$ cat config.mk
export PLATFORM = sky130hd
export DESIGN_NAME = alu_cmd_sequencer_flat
export DESIGN_NICKNAME = d
export VERILOG_FILES = /design/src/rtl/alu_cmd_sequencer_if.sv /design/src/rtl/alu_cmd_sequencer.sv /design/src/flat_wrapper.sv
export SDC_FILE = /design/constraint.sdc
export NUM_CORES = 1
export LEC_CHECK = 0
export ABC_AREA = 0
export BUFFER_PORTS_ARGS = -buffer_cell sky130_fd_sc_hd__buf_2
export CAP_MARGIN = 40
export CORE_MARGIN = 2
export CORE_UTILIZATION = 50
export DETAILED_ROUTE_END_ITERATION = 16
export PLACE_DENSITY = 0.77
export SETUP_SLACK_MARGIN = 0.3
export SYNTH_ARGS = -nofsm -noshare
export SYNTH_HDL_FRONTEND = slang
export SYNTH_SLANG_ARGS = --single-unit
export TNS_END_PERCENT = 100
$ cat constraint.sdc
create_clock -name clk -period 2.6 [get_ports clk]
set_input_delay 0.52 -clock clk [delete_from_list [all_inputs] [get_ports clk]]
set_output_delay 0.52 -clock clk [all_outputs]
set_load 0.1 [all_outputs]
$ cat src/rtl/alu_cmd_sequencer_if.sv
// Command and result handshake bundle for alu_cmd_sequencer.
// slave: the sequencer; master: the command producer / result consumer.
interface alu_cmd_sequencer_if;
    logic       cmd_valid;
    logic       cmd_ready;
    logic [2:0] cmd_op;
    logic [7:0] cmd_a;
    logic [7:0] cmd_b;
    logic       res_valid;
    logic       res_ready;
    logic [7:0] res_data;
    logic [2:0] res_op;
    logic       res_err;

    modport slave (
        input  cmd_valid, cmd_op, cmd_a, cmd_b, res_ready,
        output cmd_ready, res_valid, res_data, res_op, res_err
    );

    modport master (
        output cmd_valid, cmd_op, cmd_a, cmd_b, res_ready,
        input  cmd_ready, res_valid, res_data, res_op, res_err
    );
endinterface

$ cat src/rtl/alu_cmd_sequencer.sv
// Command FIFO, issue/capture FSM and result handshake around a combinational 8-bit ALU.
// Optional macro ALU_DIVZERO_TRAP_EN: divide-by-zero captures report 8'hFF with res_err set.
module alu_cmd_sequencer #(
    parameter int unsigned DEPTH = 4,
    parameter int unsigned CNT_W = 16
) (
    input  logic               clk,
    input  logic               rst,
    alu_cmd_sequencer_if.slave bus,
    output logic [2:0]         alu_instruction,
    output logic [7:0]         alu_operand_a,
    output logic [7:0]         alu_operand_b,
    input  logic [7:0]         alu_result,
    output logic               busy,
    output logic [CNT_W-1:0]   op_count
);

    localparam int unsigned AW = $clog2(DEPTH);
    localparam logic [AW:0] FULL_CNT = (AW+1)'(DEPTH);
    localparam logic [AW:0] CNT_STEP = (AW+1)'(1);
    localparam logic [AW-1:0] PTR_STEP = AW'(1);
    localparam logic [CNT_W-1:0] OPS_STEP = CNT_W'(1);
    localparam logic [2:0] OP_DIV = 3'b010;

    typedef struct packed {
        logic [2:0] op;
        logic [7:0] a;
        logic [7:0] b;
    } cmd_t;

    typedef enum logic [1:0] {StIdle, StExec, StDone} state_e;

    cmd_t            fifo_q [DEPTH];
    logic [AW-1:0]   wr_ptr_q, rd_ptr_q;
    logic [AW:0]     count_q, count_d;
    logic            push, pop, empty;
    cmd_t            head;

    state_e          state_q, state_d;
    logic [2:0]      alu_op_q, alu_op_d;
    logic [7:0]      alu_a_q, alu_a_d;
    logic [7:0]      alu_b_q, alu_b_d;
    logic            res_valid_q, res_valid_d;
    logic [7:0]      res_data_q, res_data_d;
    logic [2:0]      res_op_q, res_op_d;
    logic            res_err_q, res_err_d;
    logic [CNT_W-1:0] op_count_q, op_count_d;

    assign bus.cmd_ready = (count_q != FULL_CNT);
    assign push          = bus.cmd_valid && bus.cmd_ready;
    assign empty         = (count_q == '0);
    assign head          = fifo_q[rd_ptr_q];

    // Storage needs no reset: entries are only read once counted in.
    always_ff @(posedge clk) begin
        if (push) begin
            fifo_q[wr_ptr_q] <= {bus.cmd_op, bus.cmd_a, bus.cmd_b};
        end
    end

    always_comb begin
        count_d = count_q;
        if (push && !pop) begin
            count_d = count_q + CNT_STEP;
        end else if (!push && pop) begin
            count_d = count_q - CNT_STEP;
        end
    end

    always_comb begin
        state_d     = state_q;
        pop         = 1'b0;
        alu_op_d    = alu_op_q;
        alu_a_d     = alu_a_q;
        alu_b_d     = alu_b_q;
        res_valid_d = res_valid_q;
        res_data_d  = res_data_q;
        res_op_d    = res_op_q;
        res_err_d   = res_err_q;
        op_count_d  = op_count_q;

        unique case (state_q)
            StIdle: begin
                if (!empty) begin
                    pop      = 1'b1;
                    alu_op_d = head.op;
                    alu_a_d  = head.a;
                    alu_b_d  = head.b;
                    state_d  = StExec;
                end
            end
            StExec: begin
                res_op_d    = alu_op_q;
                res_valid_d = 1'b1;
                state_d     = StDone;
`ifdef ALU_DIVZERO_TRAP_EN
                if (alu_op_q == OP_DIV && alu_b_q == 8'h00) begin
                    res_data_d = 8'hFF;
                    res_err_d  = 1'b1;
                end else begin
                    res_data_d = alu_result;
                    res_err_d  = 1'b0;
                end
`else
                res_data_d = alu_result;
                res_err_d  = 1'b0;
`endif
            end
            StDone: begin
                // Result is held until the consumer takes it; only then may the next issue.
                if (res_valid_q && bus.res_ready) begin
                    op_count_d  = op_count_q + OPS_STEP;
                    res_valid_d = 1'b0;
                    if (!empty) begin
                        pop      = 1'b1;
                        alu_op_d = head.op;
                        alu_a_d  = head.a;
                        alu_b_d  = head.b;
                        state_d  = StExec;
                    end else begin
                        state_d = StIdle;
                    end
                end
            end
            default: state_d = StIdle;
        endcase
    end

    always_ff @(posedge clk) begin
        if (rst) begin
            wr_ptr_q    <= '0;
            rd_ptr_q    <= '0;
            count_q     <= '0;
            state_q     <= StIdle;
            alu_op_q    <= '0;
            alu_a_q     <= '0;
            alu_b_q     <= '0;
            res_valid_q <= 1'b0;
            res_data_q  <= '0;
            res_op_q    <= '0;
            res_err_q   <= 1'b0;
            op_count_q  <= '0;
        end else begin
            if (push) begin
                wr_ptr_q <= wr_ptr_q + PTR_STEP;
            end
            if (pop) begin
                rd_ptr_q <= rd_ptr_q + PTR_STEP;
            end
            count_q     <= count_d;
            state_q     <= state_d;
            alu_op_q    <= alu_op_d;
            alu_a_q     <= alu_a_d;
            alu_b_q     <= alu_b_d;
            res_valid_q <= res_valid_d;
            res_data_q  <= res_data_d;
            res_op_q    <= res_op_d;
            res_err_q   <= res_err_d;
            op_count_q  <= op_count_d;
        end
    end

    assign alu_instruction = alu_op_q;
    assign alu_operand_a   = alu_a_q;
    assign alu_operand_b   = alu_b_q;
    assign bus.res_valid   = res_valid_q;
    assign bus.res_data    = res_data_q;
    assign bus.res_op      = res_op_q;
    assign bus.res_err     = res_err_q;
    assign busy            = (state_q != StIdle) || !empty;
    assign op_count        = op_count_q;

endmodule

$ cat src/flat_wrapper.sv
// flat-port wrapper written by rule: the top's interface ports become plain ports
module alu_cmd_sequencer_flat 
#(
    parameter int unsigned DEPTH = 4,
    parameter int unsigned CNT_W = 16
)
  (clk, rst, alu_instruction, alu_operand_a, alu_operand_b, alu_result, busy, op_count, bus_cmd_valid, bus_cmd_op, bus_cmd_a, bus_cmd_b, bus_res_ready, bus_cmd_ready, bus_res_valid, bus_res_data, bus_res_op, bus_res_err);
  alu_cmd_sequencer_if bus_i ();
  input  logic clk;
  input  logic rst;
  output logic [2:0] alu_instruction;
  output logic [7:0] alu_operand_a;
  output logic [7:0] alu_operand_b;
  input  logic [7:0] alu_result;
  output logic busy;
  output logic [CNT_W-1:0] op_count;
  input wire logic [$bits(bus_i.cmd_valid)-1:0] bus_cmd_valid;
  input wire logic [$bits(bus_i.cmd_op)-1:0] bus_cmd_op;
  input wire logic [$bits(bus_i.cmd_a)-1:0] bus_cmd_a;
  input wire logic [$bits(bus_i.cmd_b)-1:0] bus_cmd_b;
  input wire logic [$bits(bus_i.res_ready)-1:0] bus_res_ready;
  output wire logic [$bits(bus_i.cmd_ready)-1:0] bus_cmd_ready;
  output wire logic [$bits(bus_i.res_valid)-1:0] bus_res_valid;
  output wire logic [$bits(bus_i.res_data)-1:0] bus_res_data;
  output wire logic [$bits(bus_i.res_op)-1:0] bus_res_op;
  output wire logic [$bits(bus_i.res_err)-1:0] bus_res_err;
  assign bus_i.cmd_valid = bus_cmd_valid;
  assign bus_i.cmd_op = bus_cmd_op;
  assign bus_i.cmd_a = bus_cmd_a;
  assign bus_i.cmd_b = bus_cmd_b;
  assign bus_i.res_ready = bus_res_ready;
  assign bus_cmd_ready = bus_i.cmd_ready;
  assign bus_res_valid = bus_i.res_valid;
  assign bus_res_data = bus_i.res_data;
  assign bus_res_op = bus_i.res_op;
  assign bus_res_err = bus_i.res_err;
  alu_cmd_sequencer #(.DEPTH(DEPTH), .CNT_W(CNT_W)) u_core (.clk(clk), .rst(rst), .bus(bus_i), .alu_instruction(alu_instruction), .alu_operand_a(alu_operand_a), .alu_operand_b(alu_operand_b), .alu_result(alu_result), .busy(busy), .op_count(op_count));
endmodule
### Word level (Yosys, flattened, before mapping)

Memory sizes are Yosys's and may differ from the RTL's. A register that Yosys moved wholly into a read port is not among the register bits.
Cells that the tools add are included.
Widths: inputs -> output; s select.

* memory bits (writable): 76
* memories kept: 1
* logic and storage cells: 64
* bits of input ports: 31
* flip-flop bits (word level): 56
* output and inout port bits: 50

* equality and inequality tests: 5
* $add $sub $neg: 5
* multiplexer cells: 24
* reductions and logical operators: 18

Memory list
* u_core.fifo_q: words 4, bits a word 19, read ports 1, clocked after Yosys merged registers in 1, write ports 1, line alu_cmd_sequencer.sv:33 `cmd_t fifo_q [DEPTH];`

Operators by type and width (number)
* $mux 8: 4
* $pmux 8 s2: 2
* $add 16x1->16 const B: 1
* $mux 3: 4
* $mux 2: 4
* $reduce_and 2->1: 4
* $reduce_bool 2->1: 4
* $mux 1: 6
* $pmux 2 s3: 1
* $pmux 3 s2: 1
* $add 2x1->2 const B: 2
* $logic_and 1x1->1: 4
* $pmux 1 s2: 2
* $add 3x1->3 const B: 1
* $logic_not 1->1: 3
* $logic_not 3->1: 1
* $ne 3x3->1 const B: 1
* $sub 3x1->3 const B: 1
* $eq 2x1->1 const B: 1
* $eq 2x2->1 const B: 1
* $logic_not 2->1: 1
* $ne 2x1->1 const B: 1
* $ne 2x2->1 const B: 1
* $logic_or 1x1->1: 1

### Logic depth before layout (Yosys ltp)

Gate-level depths: netlist of run 1.

* word-level depth: 7
* mapped depth: 10
* gate-level depth less buffers: 9

### Least setup slack after synthesis of run 1

OpenSTA, ideal clock, no wires.

* path kind: register to register
* from: register u_core.res_valid_q (netlist: u_core.bus.res_valid)
* to: register u_core.count_q[2]
* stages on the path, launching flop included: 11
* setup time: 71 ps
* data required time: 2529 ps
* buffers on the path: 1
* slack: -260 ps
* period minus slack after synthesis: 2860 ps
* arrival time: 2790 ps
* cell sequence: dfxtp_1 nand2_1 a211oi_1 inv_1 clkbuf_1 ha_1 inv_1 fa_1 xor2_1 or3_1 a21oi_1

* word-level cells in the longest chain between the ends: 6
* elaborated cells on any way between the ends: 8
* classes of those cells: mux: 3; reduce/logical: 5

Ends and longest elaborated chain
* start, declared: line alu_cmd_sequencer.sv:43 `logic res_valid_q, res_valid_d;`
* start signal, assigned: line alu_cmd_sequencer.sv:155 `res_valid_q <= res_valid_d;`
* $logic_and 1x1->1 *: line alu_cmd_sequencer.sv:111 `if (res_valid_q && bus.res_ready) begin`
* $mux 1 *: line alu_cmd_sequencer.sv:111
* $pmux 1 s2 *: line alu_cmd_sequencer.sv:82 `unique case (state_q)`
* $logic_not 1->1: line alu_cmd_sequencer.sv:63 `if (push && !pop) begin`
* $logic_and 1x1->1: line alu_cmd_sequencer.sv:63
* $mux 3 or $reduce_bool 2->1 (tied branches)
* end signal, assigned: line alu_cmd_sequencer.sv:150 `count_q <= count_d;`
* end, declared: line alu_cmd_sequencer.sv:35 `logic [AW:0] count_q, count_d;`

Mark *: on every way between the ends. The rest lies on a longest branch, timed or not.
A chain may end at the register's enable or synchronous reset.

### Worst setup path after layout of run 1

* from: register u_core.state_q[1]
* to: output port busy

* word-level cells in the longest chain between the ends: 2

Ends and longest elaborated chain
* start, declared: line alu_cmd_sequencer.sv:39 `state_e state_q, state_d;`
* start signal, assigned: line alu_cmd_sequencer.sv:134 `state_q <= StIdle;`
* start signal, assigned: line alu_cmd_sequencer.sv:151 `state_q <= state_d;`
* $reduce_bool 2->1: line alu_cmd_sequencer.sv:170 `assign busy = (state_q != StIdle) || !empty;`
* $logic_or 1x1->1: line alu_cmd_sequencer.sv:170
* end, declared: line flat_wrapper.sv:15 `output logic busy;`

No other way between the ends.

==> summary.md, run 1 <==
| Metric | Value |
|---|---|
| Antenna cells | 0 |
| Least-Margin Pin Slew | 0.598 ns |
| Slew HR | 60.1% |
| Final Wtd Congestion | 0.868 |
| Unique masters post-synth | 34 |
| Final Cell Area | 6330 sq um |
| Starting Density | 51.7% |
| Die Span X | 105 um |
| Syn_nets | 420 |
| GRT Overall Usage | 19.7% |
| Via count | 3297 |
| Root Driver | clkbuf_8 |
| EDFF count, synth | 76 |
| Wirelength per Cell | 16.2 um |
| Ranking of synthesized cells by area | edfxtp_1 (45%), dfxtp_1 (23%), mux4_2 (8.4%) |
| CTS tree | built |
| Status | finished, final reports clean |
| Synth-to-Final Area Change | 24.6% |
| Core Util, Final | 64.4% |
| H-Tree Depth | 4 |
| CP Buf/Inv Count | 1 |
| Routed vias/inst | 5.28 |
| Die Area | 11000 sq um |
| Top-Level Pins | 81 |
| P_leak | 2.39 nW |
| Hold WC Path Type | input port to flip-flop |
| Final Routed Wirelength | 10100 um |
| CP Capture Type | primary output |
| Top delay family on crit path | flip-flops |
| Final Setup Violations | 0 |
| Setup Fix Bufs, Post-CTS | 0 |
| Fin Setup TNS | 0 ns |
| Max-slew violation count | 0 |
| Row count | 36 |
| Hold_buf cts | 0 |
| Post-synth top cells | edfxtp_1 (76), nand2_1 (72), dfxtp_1 (58) |
| Storage element area | 3450 sq um |
| Placed cell count | 592 |
| Layout Cells excl Fill | 624 |
| Total power per unit cell area | 1240 nW/um^2 |
| WS Path Type | flip-flop to primary output |
| Fin crit period | 2.13 ns |
| Sequential share of the synthesized area | 67.8% |
| Dpl hpwl | 6570 um |
| RSZ-0062 raised after global routing | no |
| CP required | 2.08 ns |
| Post-Synthesis Cells | 382 |
| Violation count after the first detailed-route iteration | 194 |
| F_max | 469 MHz |
| Worst-path clk slew | 0.06 ns |
| Placeable Area | 9820 sq um |
| Final Cycle Share | 82.0% |
| Die span in y | 105 um |
| Max FO, Critical Path | 8 |
| Synthesized area per cell | 13.3 sq um |
| Initial antenna violation count | 0 |
| DRC | 0 |
| Final hold violation count | 0 |
| Dpl cell area | 5710 sq um |
| Post-synth top area cell | edfxtp_1 |
| First-pass GRT wire length | 16400 um |
| Most numerous cell in the Yosys netlist | edfxtp_1 |
| Drt pass-1 iters | 6 |
| Critical Path Max Stage Delay | 0.51 ns |
| Yosys warning count | 0 |
| Vias in the first global route | 3346 |
| Cell Area, Synth | 5080 sq um |
| Dominant synthesized flop cell | edfxtp_1 |
| CTS Buf Count | 17 |
| Layout filler cell count | 733 |
| Async set-reset flop share out of synthesis | 0% |
| Worst skew pair latency | 0.52 ns |
| Setup crit start kind | flip-flop |
| Max stage delay cell, worst path | dfxtp_1 |
| Antenna violation net count after detailed routing | 0 |
| IO buf count | 79 |
| #FFs+latches synth | 134 |
| Max_cap viols | 0 |
| Peak VDD IR | 843 uV |
| Total global routing overflow | 0 |
| Largest net degree at the start of global routing | 23 |
| Multi-input combinational cell area | 1560 sq um |
| Synth top area share | 45.0% |
| NumNets Final | 516 |
| CP Cell Sequence | nor2_1, nand2_1, buf_2 |
| Critical path arrival | 1.61 ns |
| CTS Buffer Depth | 2 |
| Clock Sinks | 134 |
| Layout cell share with drive strength beyond 1 | 31.8% |
| Setup Skew | 0.0118 ns |
-- state kept, by name, indices dropped and copies added (netlist names), 3 cells and up, named ones only --
signal                  count
u_core.alu_operand_a        8
u_core.op_count            16
u_core.bus.res_data         8
u_core.alu_operand_b        8
u_core.count_q              3
u_core.alu_instruction      3
u_core.bus.res_op           3
u_core.fifo_q              76
-- cell type report --
cell class,instances,share of cell area [%]
Multi-Input combinational cell,223,24.6
Inverter,7,0.415
Tap cell,133,2.63
Clock buffer,17,6.55
Timing Repair Buffer,95,8.15
Clock inverter,15,3.07
Sequential cell,134,54.6
-- per-stage QoR --
stage | power (mW) | hold slack (ns) | worst slack (ns)
2_1_floorplan | 4.90 | 0.459 | 0.314
3_3_place_gp | 5.39 | 0.439 | 0.406
3_5_place_dp | 5.46 | 0.443 | 0.286
4_1_cts | 7.90 | 0.191 | 0.417
5_1_grt | 8.19 | 0.199 | 0.310
6_report | 7.85 | 0.208 | 0.468
-- kinds of logic (layout without fill, tap and decap cells) --
kind of cell	count (synthesis)	after routing	synth area share [%]
buf+inv	25	134	2.00
other cells	1	1	0.0739
flops	134	134	67.8
xor+xnor	12	12	2.07
compound gates	54	54	5.52
mux	21	21	8.82
simple gates	128	128	11.8
fa+ha+maj	7	7	1.87
-- final timing paths --
kind | start | end | slack [ns] | cells after the start
worst max-delay path | u_core.state_q[1]$_SDFFE_PP0P_ | busy | 0.47 | 3
worst min-delay path | bus_cmd_b[6] | u_core.fifo_q[1][6]$_DFFE_PP_ | 0.21 | 1
worst max register to register | u_core.count_q[1]$_SDFFE_PP0P_ | u_core.count_q[2]$_SDFFE_PP0P_ | 0.49 | 9
worst min register to register | u_core.bus.res_data[4]$_SDFFE_PP0P_ | u_core.bus.res_data[4]$_SDFFE_PP0P_ | 0.45 | 2
-- timing repair --
item | 4_1_cts | 5_1_grt
cloned | 0 | 0
resized for setup | 1 | 1
setup endpoints to repair | 1 | 1
-- placed cells by master, fill, tap and decap left out, types with 4 or more instances in the layout --
cell type	n
xor2_1	8
o21ai_0	9
buf_4	16
ha_1	6
nand2_1	72
nor2_1	18
inv_1	7
dfxtp_1	51
nand3_1	6
nand4_1	5
buf_2	79
clkbuf_16	16
edfxtp_1	76
and2_1	6
a21oi_1	41
or3_1	9
xnor2_1	4
dfxtp_2	6
mux4_2	19
-- layer usage --
layer | wire, um | vias to the layer above | share of wire [%] | global-route usage (%)
met5 | 0 | - | 0 | 0
met4 | 80 | 0 | 0.79 | 8.29
met3 | 648 | 9 | 6.4 | 5.93
met2 | 5230 | 114 | 52 | 33.0
met1 | 4160 | 1596 | 41 | 23.6
li1 | - | 1578 | - | -
-- power breakdown --
group | leakage [nW] | switching [mW] | internal, mW | total (mW)
Clock | 0.289 | 0.940 | 1.49 | 2.43
Sequential | 1.17 | 0.210 | 2.58 | 2.79
Combinational | 0.932 | 1.99 | 0.643 | 2.63
Total | 2.39 | 3.14 | 4.71 | 7.85
No activity file was read; power rests on OpenSTA's default activity.
==> run 2: changes to the inputs <==
==> constraint.sdc (replaced) <==
create_clock -name clk -period 2 [get_ports clk]
set_input_delay 0.4 -clock clk [delete_from_list [all_inputs] [get_ports clk]]
set_output_delay 0.4 -clock clk [all_outputs]
set_load 0.1 [all_outputs]
==> run 2 against run 1 <==
Effect of this change: flip-flop and latch count stayed put; cell count is 0.64% higher; combinational power is 45% higher; total power is 32% higher; utilization is 3.0 points higher; non-clock buffer count is 4 higher; routed wire length is 0.49% lower; sequential power is 28% higher; critical path depth is 5 higher; clock skew is 0.0028 ns lower; critical endpoint is now u_core.count_q[2]$_SDFFE_PP0P_.
==> summary.md, run 2 (synthesis gave the netlist of run 1 again) <==
| Metric | Value |
|---|---|
| Status | finished, final reports clean |
| Die span in y | 105 um (unchanged) |
| Placed cell count | 593 (+0.17%) |
| Hold_sp | bus_cmd_b[7] |
| WS Path Type | flip-flop to flip-flop |
| Initial antenna violation count | 0 (unchanged) |
| R2r startpoint | u_core.count_q[1]$_SDFFE_PP0P_ |
| First-pass GRT wire length | 16200 um (-1.3%) |
| Routed vias/inst | 5.26 (-0.49%) |
| Final Routed Wirelength | 10100 um (-0.49%) |
| Clock Sinks | 134 (unchanged) |
| Layout filler cell count | 692 (-5.6%) |
| Largest net degree at the start of global routing | 58 (+150%) |
| CP required | 2.45 ns (+0.37 ns) |
| Max_cap viols | 0 (unchanged) |
| Via count | 3302 (+0.15%) |
| NumNets Final | 520 (+0.78%) |
| F_max | 528 MHz |
| Row count | 36 (unchanged) |
| Max-slew violation count | 0 (unchanged) |
| CTS Buffer Depth | 2 (unchanged) |
| Peak VDD IR | 1050 uV (+24%) |
| Die Area | 11000 sq um (unchanged) |
| Most frequent cells in the layout | edfxtp_1 (76), nand2_1 (70), a21oi_1 (41) |
| Final Wtd Congestion | 0.865 (-0.32%) |
| GRT Overall Usage | 19.1% (-0.53 points) |
| Dpl hpwl | 6240 um (-5.1%) |
| CP Capture Type | flip-flop |
| Synth-to-Final Area Change | 30.4% |
| Register with the most flip-flops | u_core.fifo_q |
| Final Cycle Share | 94.8% |
| Worst-path clk slew | 0.07 ns (about the same) |
| CTS Buf Count | 17 (unchanged) |
| Core Util, Final | 67.4% (+3.0 points) |
| Total power per unit cell area | 1570 nW/um^2 (+26%) |
| Reg2reg setup slack | 0.10 ns (-0.39 ns) |
| Root Driver | clkbuf_8 |
| Hold path cells | 1 (unchanged) |
| DRC | 0 (unchanged) |
| Setup Skew | 0.00901 ns (-0.00280 ns) |
| Die Span X | 105 um (unchanged) |
| Final hold violation count | 0 (unchanged) |
| Layout cell share with drive strength beyond 1 | 38.0% (+6.2 points) |
| Multi-input combinational cell area | 1610 sq um (+3.7%) |
| Total global routing overflow | 0 (unchanged) |
| Placeable Area | 9820 sq um (unchanged) |
| Antenna cells | 0 (unchanged) |
| Starting Density | 51.7% (unchanged) |
| Vias in the first global route | 3324 (-0.66%) |
| Top-Level Pins | 81 (unchanged) |
| Setup crit start kind | flip-flop |
| Wirelength per Cell | 16.0 um (-1.1%) |
| Most common cell after layout, fill and taps aside | edfxtp_1 |
| Antenna violation net count after detailed routing | 0 (unchanged) |
| Final Setup Violations | 0 (unchanged) |
| H-Tree Depth | 4 (unchanged) |
| Smallest hold slack | 0.0905 ns (-0.117 ns) |
| IO buf count | 79 (unchanged) |
| Worst skew pair latency | 0.52 ns (about the same) |
| Max FO, Critical Path | 4 (-4) |
| Reg-to-Reg End | u_core.count_q[2]$_SDFFE_PP0P_ |
| Fin crit period | 1.90 ns |
| Storage element area | 3500 sq um (+1.3%) |
| Layout Cells excl Fill | 628 (+0.64%) |
| P_leak | 2.43 nW (+1.7%) |
| Drt pass-1 iters | 4 (-2) |
| Max reg flops | 76 (unchanged) |
| RSZ-0062 raised after global routing | yes |
| Critical path arrival | 2.35 ns (+0.74 ns) |
| Min-Delay Endpoint | u_core.fifo_q[1][7]$_DFFE_PP_ |
| Hold WC Path Type | input port to flip-flop |
| Violation count after the first detailed-route iteration | 189 (-2.6%) |
| FF-to-FF path depth | 8 (-1) |
| CTS tree | built |
## run 2: what timing repair did
| item | in CTS | in global routing |
|---|---|---|
| setup buffers | 2 | 1 |
| pin swaps | 2 | 1 |
| endpoints found under the setup margin | 33 | 29 |
| resized for setup | 31 | 32 |
| hold buffers | 0 | 0 |
## run 2: per-stage QoR
step                worst slack [ns]  TNS (ns)  instance area [sq um]  power, mW
floorplan                    -0.0632    -0.120                   5190       6.43
global placement              0.0777         0                   5850       7.08
detailed placement            0.0160         0                   5850       7.17
CTS                           0.0881         0                   6520       10.3
global route                  0.0483         0                   6620       10.8
finish                         0.105         0                   6620       10.4
## run 2: how the worst max path moves through the flow
stage / from / to / slack [ns] / depth (start not counted)
floorplan: u_core.bus.res_valid$_SDFFE_PP0P_ / u_core.count_q[2]$_SDFFE_PP0P_ / -0.06 / 10
global placement: bus_res_ready / u_core.count_q[2]$_SDFFE_PP0P_ / 0.08 / 10
detailed placement: bus_res_ready / u_core.count_q[2]$_SDFFE_PP0P_ / 0.02 / 10
CTS: u_core.count_q[0]$_SDFFE_PP0P_ / u_core.count_q[2]$_SDFFE_PP0P_ / 0.09 / 9
global route: u_core.count_q[1]$_SDFFE_PP0P_ / u_core.count_q[2]$_SDFFE_PP0P_ / 0.05 / 8
finish: u_core.count_q[1]$_SDFFE_PP0P_ / u_core.count_q[2]$_SDFFE_PP0P_ / 0.10 / 8
## run 2: area by class of cell
class	count	area share, %
Sequential cell	134	52.8
Multi-Input combinational cell	223	24.4
Timing Repair Buffer	99	11.2
Clock buffer	17	6.25
Tap cell	133	2.51
Clock inverter	15	2.44
Inverter	7	0.397
## run 2: routing by layer
layer / part of all wire [%] / track usage [%] / wire [um]
met5: 0 / 0 / 0
met4: 1.1 / 6.57 / 112
met3: 6.0 / 5.61 / 600
met2: 53 / 32.3 / 5290
met1: 40 / 23.6 / 4070
## run 2: report_power, final
group / switching, mW / internal, mW
Combinational: 2.70 / 1.11
Sequential: 0.236 / 3.35
Clock: 1.27 / 1.70
Total: 4.21 / 6.16
## run 2: critical path, stage by stage (launching register included)
cell	delay, ns
dfxtp_2	0.39
nor2_1	0.12
a21boi_4	0.20
ha_4	0.16
inv_2	0.03
fa_2	0.35
xor2_1	0.15
or3_1	0.31
a21oi_1	0.12
